--- src/rtl/cc_pkg.sv ---
// Shared condition-code definitions: flag bit positions, condition codes and
// the condition decode function used by the unit and its bench.
package cc_pkg;

    localparam int FLAG_W = 4;
    localparam int FZ     = 0;
    localparam int FC     = 1;
    localparam int FN     = 2;
    localparam int FV     = 3;

    typedef enum logic [3:0] {
        CC_FALSE = 4'h0,
        CC_TRUE1 = 4'h1,
        CC_TRUE2 = 4'h2,
        CC_TRUE3 = 4'h3,
        CC_Z     = 4'h4,
        CC_NZ    = 4'h5,
        CC_C     = 4'h6,
        CC_NC    = 4'h7,
        CC_N     = 4'h8,
        CC_NN    = 4'h9,
        CC_V     = 4'hA,
        CC_NV    = 4'hB,
        CC_GE    = 4'hC,
        CC_LT    = 4'hD,
        CC_GT    = 4'hE,
        CC_LE    = 4'hF
    } cont_e;

    function automatic logic cc_eval(input cont_e c, input logic [FLAG_W-1:0] f);
        logic ge;
        logic r;
        ge = (f[FN] == f[FV]);
        r  = 1'b0;
        case (c)
            CC_FALSE: r = 1'b0;
            CC_TRUE1,
            CC_TRUE2,
            CC_TRUE3: r = 1'b1;
            CC_Z:     r = f[FZ];
            CC_NZ:    r = ~f[FZ];
            CC_C:     r = f[FC];
            CC_NC:    r = ~f[FC];
            CC_N:     r = f[FN];
            CC_NN:    r = ~f[FN];
            CC_V:     r = f[FV];
            CC_NV:    r = ~f[FV];
            CC_GE:    r = ge;
            CC_LT:    r = ~ge;
            CC_GT:    r = ~f[FZ] & ge;
            CC_LE:    r = f[FZ] | ~ge;
            default:  r = 1'b0;
        endcase
        return r;
    endfunction

endpackage

--- src/rtl/cc_flag_stack.sv ---
// LIFO of SDEPTH flag words for interrupt save/restore; registered full/empty,
// illegal operations (overflow, underflow, push+pop) are ignored and flagged.
module cc_flag_stack
    import cc_pkg::*;
#(
    parameter int SDEPTH = 4
) (
    input  logic              clk,
    input  logic              rst,
    input  logic              push_i,
    input  logic              pop_i,
    input  logic [FLAG_W-1:0] din_i,
    output logic [FLAG_W-1:0] top_o,
    output logic              pop_ok_o,
    output logic              full_o,
    output logic              empty_o,
    output logic              err_o
);

    localparam int CW = $clog2(SDEPTH + 1);
    localparam int AW = (SDEPTH > 1) ? $clog2(SDEPTH) : 1;

    logic [CW-1:0]     cnt_q, cnt_d;
    logic              full_q, empty_q;
    logic [FLAG_W-1:0] mem_q [SDEPTH];
    logic              push_ok;
    logic [AW-1:0]     wr_idx, rd_idx;

    always_comb begin
        push_ok  = push_i & ~pop_i & ~full_q;
        pop_ok_o = pop_i & ~push_i & ~empty_q;
        err_o    = (push_i & pop_i) | (push_i & full_q) | (pop_i & empty_q);
        cnt_d    = cnt_q;
        if (push_ok) begin
            cnt_d = cnt_q + 1'b1;
        end else if (pop_ok_o) begin
            cnt_d = cnt_q - 1'b1;
        end
        wr_idx = AW'(cnt_q);
        rd_idx = AW'(cnt_q - 1'b1);
        top_o  = mem_q[rd_idx];
    end

    always_ff @(posedge clk) begin
        if (rst) begin
            cnt_q   <= '0;
            full_q  <= 1'b0;
            empty_q <= 1'b1;
        end else begin
            cnt_q   <= cnt_d;
            full_q  <= (cnt_d == CW'(SDEPTH));
            empty_q <= (cnt_d == '0);
        end
    end

    // Contents need no reset: the count alone decides what is readable.
    always_ff @(posedge clk) begin
        if (push_ok) begin
            mem_q[wr_idx] <= din_i;
        end
    end

    assign full_o  = full_q;
    assign empty_o = empty_q;

endmodule

--- src/rtl/cond_code_unit.sv ---
// Registered condition-code unit: masked flag capture, forwarded condition
// evaluation (1-cycle tcnd latency) and flag save/restore stack.
module cond_code_unit
    import cc_pkg::*;
#(
    parameter int DW     = 8,
    parameter int SDEPTH = 4
) (
    input  logic              clk,
    input  logic              rst,
    input  logic              alu_valid,
    input  logic [DW:0]       aluo,
    input  logic              alu_ovf,
    input  logic [FLAG_W-1:0] flag_we,
    input  logic              eval_valid,
    input  logic [3:0]        cont,
    input  logic              push,
    input  logic              pop,
    output logic              tcnd,
    output logic              tcnd_valid,
    output logic [FLAG_W-1:0] flags,
    output logic              stk_full,
    output logic              stk_empty,
    output logic              flag_err
);

    logic [FLAG_W-1:0] flags_q, flags_d;
    logic [FLAG_W-1:0] alu_flags;
    logic              tcnd_q, tcnd_d;
    logic              tcnd_vld_q;
    logic              flag_err_q;
    logic [FLAG_W-1:0] stk_top;
    logic              stk_pop_ok;
    logic              stk_err;

    // Push always saves the registered flags, so pre-update values are kept
    // when an ALU write lands in the same cycle.
    cc_flag_stack #(
        .SDEPTH (SDEPTH)
    ) u_stack (
        .clk      (clk),
        .rst      (rst),
        .push_i   (push),
        .pop_i    (pop),
        .din_i    (flags_q),
        .top_o    (stk_top),
        .pop_ok_o (stk_pop_ok),
        .full_o   (stk_full),
        .empty_o  (stk_empty),
        .err_o    (stk_err)
    );

    always_comb begin
        alu_flags     = '0;
        alu_flags[FZ] = (aluo[DW-1:0] == '0);
        alu_flags[FC] = aluo[DW];
        alu_flags[FN] = aluo[DW-1];
        alu_flags[FV] = alu_ovf;

        flags_d = flags_q;
        if (stk_pop_ok) begin
            flags_d = stk_top;
        end else if (alu_valid) begin
            flags_d = (flags_q & ~flag_we) | (alu_flags & flag_we);
        end

        // Evaluate against next flags so a same-cycle update is visible.
        tcnd_d = tcnd_q;
        if (eval_valid) begin
            tcnd_d = cc_eval(cont_e'(cont), flags_d);
        end
    end

    always_ff @(posedge clk) begin
        if (rst) begin
            flags_q    <= '0;
            tcnd_q     <= 1'b0;
            tcnd_vld_q <= 1'b0;
            flag_err_q <= 1'b0;
        end else begin
            flags_q    <= flags_d;
            tcnd_q     <= tcnd_d;
            tcnd_vld_q <= eval_valid;
            flag_err_q <= stk_err;
        end
    end

    assign flags      = flags_q;
    assign tcnd       = tcnd_q;
    assign tcnd_valid = tcnd_vld_q;
    assign flag_err   = flag_err_q;

endmodule

--- config.mk ---
export PLATFORM = sky130hd
export DESIGN_NAME = cond_code_unit
export DESIGN_NICKNAME = d
export VERILOG_FILES = /design/src/rtl/cc_pkg.sv /design/src/rtl/cc_flag_stack.sv /design/src/rtl/cond_code_unit.sv
export SDC_FILE = /design/constraint.sdc
export NUM_CORES = 1
export LEC_CHECK = 0
export CAP_MARGIN = 10
export CORE_ASPECT_RATIO = 0.75
export CORE_MARGIN = 10
export CORE_UTILIZATION = 35
export CTS_CLUSTER_DIAMETER = 60
export CTS_CLUSTER_SIZE = 28
export DETAILED_ROUTE_END_ITERATION = 7
export PLACE_DENSITY_LB_ADDON = 0.08
export SKIP_LAST_GASP = 1
export SYNTH_ARGS = -nofsm -noshare
export SYNTH_HDL_FRONTEND = slang
export SYNTH_HIERARCHICAL = 1
export SYNTH_SLANG_ARGS = --single-unit
--- constraint.sdc ---
create_clock -name clk -period 2.2 [get_ports clk]
set_input_delay 0.44 -clock clk [delete_from_list [all_inputs] [get_ports clk]]
set_output_delay 0.44 -clock clk [all_outputs]
set_load 0.01 [all_outputs]
Word-level counts from Yosys, hierarchy flattened

Memories as Yosys holds them, arrays and structs flattened.
Index checks and enable logic that the tools add are counted.

Bits in registers: 12
Memory bits (writable): 16
Output and inout bits: 9
Memories: 1

Add/sub/neg operators: 2
Equality and inequality tests: 17
Muxes and demuxes: 7
Bitwise operators: 24
Reductions and logical operators: 4

Memories:

| name          | words | width | read ports | clocked after Yosys merged registers in | wr ports | line                | RTL |
|---|---|---|---|---|---|---|---|
| u_stack.mem_q | 4     | 4     | 1          | 0                                       | 1        | cc_flag_stack.sv:25 | `logic [FLAG_W-1:0] mem_q [SDEPTH];` |

Operators with widths:

| cell                                             | number |
|---|---|
| == test 4 bit, second input constant             | 8 |
| == test 4 x 3 -> 1 bit, second input constant    | 4 |
| case mux 1 bit (14 select lines)                 | 1 |
| inverter 1 bit                                   | 9 |
| bitwise AND 1 bit                                | 8 |
| bitwise AND 4 bit                                | 2 |
| == test 4 x 2 -> 1 bit, second input constant    | 2 |
| zero test 8 bit                                  | 1 |
| two-way mux 4 bit                                | 2 |
| two-way mux 3 bit                                | 2 |
| == test 4 x 1 -> 1 bit, second input constant    | 1 |
| zero test 4 bit                                  | 1 |
| inverter 4 bit                                   | 1 |
| OR 4 bit                                         | 1 |
| adder 3 x 1 -> 3 bit, second input constant      | 1 |
| == test 3 bit, second input constant             | 1 |
| zero test 3 bit                                  | 1 |
| OR 1 bit                                         | 3 |
| OR reduction 3 bit                               | 1 |
| subtractor 3 x 1 -> 3 bit, second input constant | 1 |
| two-way mux 1 bit                                | 2 |
| == test 1 bit                                    | 1 |

Logic depth before layout (Yosys ltp)

Depth after elaboration: 9
Mapped depth: 11

Cells and area by module

The synthesis kept the hierarchy.

Modules (own cells, without submodules):

| module         | times used | cells an instance | area each (µm²) | sequential area each (µm²) |
|---|---|---|---|---|
| cc_flag_stack  | 1          | 61                | 948.4           | 580.6 |
| cond_code_unit | 1          | 54                | 476.7           | 140.1 |

Worst setup path after synthesis

OpenSTA, ideal clock, no wires.

Path type: reg-to-reg
From: reg u_stack.cnt_q[0]
To: reg tcnd_q, in the netlist tcnd
Library setup time: 0.133 ns
Arrival time: 2.194 ns
Path slack: -0.127 ns
Stages on the path, launching flop included: 12
Buffers on the path: 1
Period minus slack after synthesis: 2.327 ns
Cells stage by stage: dfxtp_1 clkbuf_2 inv_1 ha_1 mux4_2 nand2b_1 o311ai_2 mux2i_1 a21oi_1 o31ai_1 a211oi_1 o32ai_1

Longest elaborated chain between the ends: 7

RTL lines:

| element                              | line                       | RTL |
|---|---|---|
| start: declaration                   | cc_flag_stack.sv:23        | `logic [CW-1:0] cnt_q, cnt_d;` |
| start signal: assignment             | cc_flag_stack.sv:50        | `cnt_q <= cnt_d;` |
| subtractor 3 x 1 -> 3 bit (*)        | --                         |  |
| memory (4 x 4 bit) (*)               | --                         |  |
| via stk_top[3]                       | cond_code_unit.sv:32       | `logic [FLAG_W-1:0] stk_top;` |
| two-way mux 4 bit (*)                | cond_code_unit.sv:61       | `if (stk_pop_ok) begin` |
| == test 1 bit                        | cc_pkg.sv:33               | `ge = (f[FN] == f[FV]);` |
| inverter 1 bit                       | cc_pkg.sv:49, cc_pkg.sv:51 |  |
| OR 1 bit                             | cc_pkg.sv:51               | `CC_LE: r = f[FZ] \| ~ge;` |
| case mux 1 bit (14 select lines) (*) | cc_pkg.sv:35               | `case (c)` |
| end signal: assignment               | cond_code_unit.sv:82       | `tcnd_q <= tcnd_d;` |
| end: declaration                     | cond_code_unit.sv:29       | `logic tcnd_q, tcnd_d;` |

The timed path passes the listed nets; every way through them passes the cells marked *.
A chain may end at the register's enable or synchronous reset.

Final worst setup path

Ends and elaborated chain as after synthesis.

==> impl_results.rst <==
.. list-table::
   :header-rows: 1

   * - Metric
     - Value
   * - Number of clock sinks
     - 28
   * - Number of unique standard cell types used by synthesis
     - 48
   * - Initial antenna violation count
     - 0
   * - Vias in the first global route
     - 995
   * - H-Tree Depth
     - 1
   * - Power density over the cells
     - 670 nW/um2
   * - Largest stage delay on the critical path
     - about 360 ps
   * - Fmax
     - 468 MHz
   * - Total grt overflow
     - 0
   * - Chip width
     - 93.7 um
   * - Cells along the critical path
     - inv_2, ha_4, mux4_2, nand2b_4, o311ai_4, mux2i_1, a21oi_1, o31ai_1, a211oi_2, o32ai_1
   * - Total power consumption of the routed design
     - 1370 uW
   * - Fin. Hold Viols
     - 0
   * - Most used cells in the layout excluding fill and tap cells
     - 30 x sky130_fd_sc_hd__clkdlybuf4s50_1, 16 x sky130_fd_sc_hd__edfxtp_1, 13 x sky130_fd_sc_hd__buf_4
   * - Antenna Nets Post-Route
     - 0
   * - Vias per cell
     - about 5.0
   * - Post-route clock period utilization
     - between 90% and 100%
   * - Share of final-layout standard cells stronger than drive strength 1
     - 27.0%
   * - Average cell area after synthesis
     - approximately 12 um2
   * - Core footprint
     - 3780 um2
   * - Setup TNS
     - 0 ps
   * - Top-level port count
     - 33
   * - Post-synthesis sequential area ratio
     - 50.6%
   * - Multi-input combinational cell area
     - about 720 um2
   * - Clock-pin slew reported for the worst setup and hold paths after clock tree synthesis
     - 80 ps
   * - Port bufs
     - 32
   * - Run status
     - finished, final reports clean
   * - Top_reg_cell synth
     - sky130_fd_sc_hd__edfxtp_1
   * - HPWL after detailed placement
     - around 2.8 mm
   * - Nets in the synthesized netlist
     - 144
   * - Worst-case clock skew
     - slightly above 9 ps
   * - Wire length per cell after detailed routing
     - ~17 um
   * - TritonRoute pass-1 iters
     - 4
   * - Netlist area before placement
     - ~1400 um2
   * - Final Setup Violations
     - 0
   * - Tightest Pin Transition
     - 330 ps
   * - Critical path endpoint category
     - flop
   * - Worst slew slack as a fraction of its limit
     - 77.9%
   * - Ant. Diodes
     - 0
   * - Static leakage power
     - approximately 0.00076 uW
   * - Arrival time reported for the critical path endpoint
     - 2280 ps
   * - RSZ-0062 raised after global routing
     - yes
   * - Max Cap Viol
     - 0
   * - Flops & latches, synth
     - 28
   * - Starting density of the core
     - 37.7%
   * - Clock tree from TritonCTS
     - yes
   * - Clock root buffer
     - sky130_fd_sc_hd__clkbuf_8
   * - Clock network latency to the later pin of the worst-skew pair
     - 270 ps
   * - Initial detailed-routing violation count
     - 79
   * - Worst min-delay path category
     - flop to flop
   * - Leading cell type in the layout, fill and taps excluded
     - sky130_fd_sc_hd__clkdlybuf4s50_1
   * - Wirelength, routed
     - 3.64 mm
   * - Die Area
     - 7050 um2
   * - Count of synthesis-stage warnings from yosys
     - 6
   * - Chip height
     - about 75 um
   * - Number of flops mapped to enable cells by yosys
     - 16
   * - Residual DRC
     - 0
   * - Kind of launch point of the worst setup path
     - flop
   * - Startpoint-to-endpoint class of the critical path
     - flop to flop
   * - Final RePlAce weighted congestion
     - roughly 0.74
   * - Global routing usage summed across all routing layers
     - about a tenth
   * - Inserted Clock Buffers
     - 3
   * - Global-route wire length before repair
     - 5.45 mm
   * - Final number of max-transition violations
     - 0
   * - Fin nets
     - 193
   * - Number of vias in the routed layout
     - around 1100
   * - Maximum number of pins on one net before global-route repair
     - 17
   * - Highest fanout seen on the critical path
     - 6
   * - Post-layout minimum cycle time
     - 2130 ps
   * - Async SR Flop Fraction
     - 0%
   * - IR drop worst, VDD
     - 444 uV
   * - CTS max path bufs
     - 2
   * - Post-synthesis cell count
     - between 100 and 150
   * - Critical path required time
     - approximately 2300 ps
   * - FP Rows
     - 19
   * - Sequential cell area
     - 723 um2
   * - Fill cells
     - 325
   * - Critical Path Slowest Stage Cell
     - sky130_fd_sc_hd__dfxtp_2
   * - P&R area growth vs syn
     - 43.6%
==> through the flow <==
step	hold slack [ps]	util, %	area, um2	instances	worst slack (ps)
after floorplan	496	-	1440	115	31.1
after global placement	475	49.9	1880	207	-258
after detailed placement	485	49.9	1880	207	-317
after CTS	502	53.8	2030	214	5.34
after global routing	527	54.2	2050	215	-90.0
final	498	54.2	2050	215	65.3
==> registers in the layout, indices dropped and copies added, names as in the netlist <==
signal / flops
flags: 4
u_stack/empty_o: 1
tcnd: 1
tcnd_valid: 1
u_stack/mem_q: 16
u_stack/full_o: 1
flag_err: 1
u_stack/cnt_q: 3
==> critical path: cells and delay by family, from the launching register on <==
kind	cells	cell delay, ps
AOI/OAI and AO/OA	5	620
muxes	2	480
DFF	1	360
buffers and inverters	1	50
and+or+nand+nor	1	170
adders and majority gates	1	320
==> logic make-up (layout without fill, tap and decap cells) <==
family	after synthesis	count (layout)	synth area share [%]
simple gates	38	38	15.8
compound gates	24	24	15.3
fa+ha+maj	5	5	4.39
flops	28	28	50.6
buf+inv	11	59	3.86
xor+xnor	3	3	2.37
mux	6	6	7.73
==> per-layer routing <==
metal,track usage (%),vias to the layer above,part of all wire (%)
met5,0,-,0
met2,14.2,20,46
met1,14.9,523,50
li1,-,528,-
met3,3.18,4,4.3
met4,2.02,0,0.60
==> worst paths after layout <==
check                                    from                 to  slack [ps]  depth (start not counted)
setup / recovery  u_stack/cnt_q[0]$_SDFF_PP0_  tcnd$_SDFFE_PP0P_          70                         10
hold / removal              tcnd$_SDFFE_PP0P_  tcnd$_SDFFE_PP0P_         500                          2
setup reg to reg  u_stack/cnt_q[0]$_SDFF_PP0_  tcnd$_SDFFE_PP0P_          70                         10
hold reg to reg             tcnd$_SDFFE_PP0P_  tcnd$_SDFFE_PP0P_         500                          2
==> cells in the mapped netlist (2+ instances only) <==
cell                        n  area, um2
sky130_fd_sc_hd__o311ai_2   2       32.5
sky130_fd_sc_hd__mux2i_1    2       20.0
sky130_fd_sc_hd__inv_1      7       26.3
sky130_fd_sc_hd__ha_1       5       62.6
sky130_fd_sc_hd__a21oi_1    5       25.0
sky130_fd_sc_hd__nand2_1    6       22.5
sky130_fd_sc_hd__and3_1     3       18.8
sky130_fd_sc_hd__nor4_1     2       12.5
sky130_fd_sc_hd__edfxtp_1  16        480
sky130_fd_sc_hd__mux4_2     4       90.1
sky130_fd_sc_hd__nor2b_1    2       12.5
sky130_fd_sc_hd__dfxtp_1   12        240
sky130_fd_sc_hd__nand2b_1   4       25.0
sky130_fd_sc_hd__nor2_1    11       41.3
==> final cells by class <==
type	count	area share [%]
Sequential cell	28	35.3
Multi-Input combinational cell	76	35.1
Timing Repair Buffer	48	21.6
Tap cell	52	3.18
Clock buffer	3	2.02
Clock inverter	1	1.47
Inverter	7	1.28
==> report_power, final <==
part           switching [uW]  total [uW]  internal (uW)
clock                     150         394            244
combinational             160         364            203
sequential               25.5         614            588
total                     336        1370           1040
==> repair_timing <==
action,4_1_cts,5_1_grt
setup buffers,2,1
gates resized for setup,13,2
pin swaps,6,3
hold buffers,0,0
endpoints found under the setup margin,1,1
cloned,1,0
(Power assumes the default switching activity.)
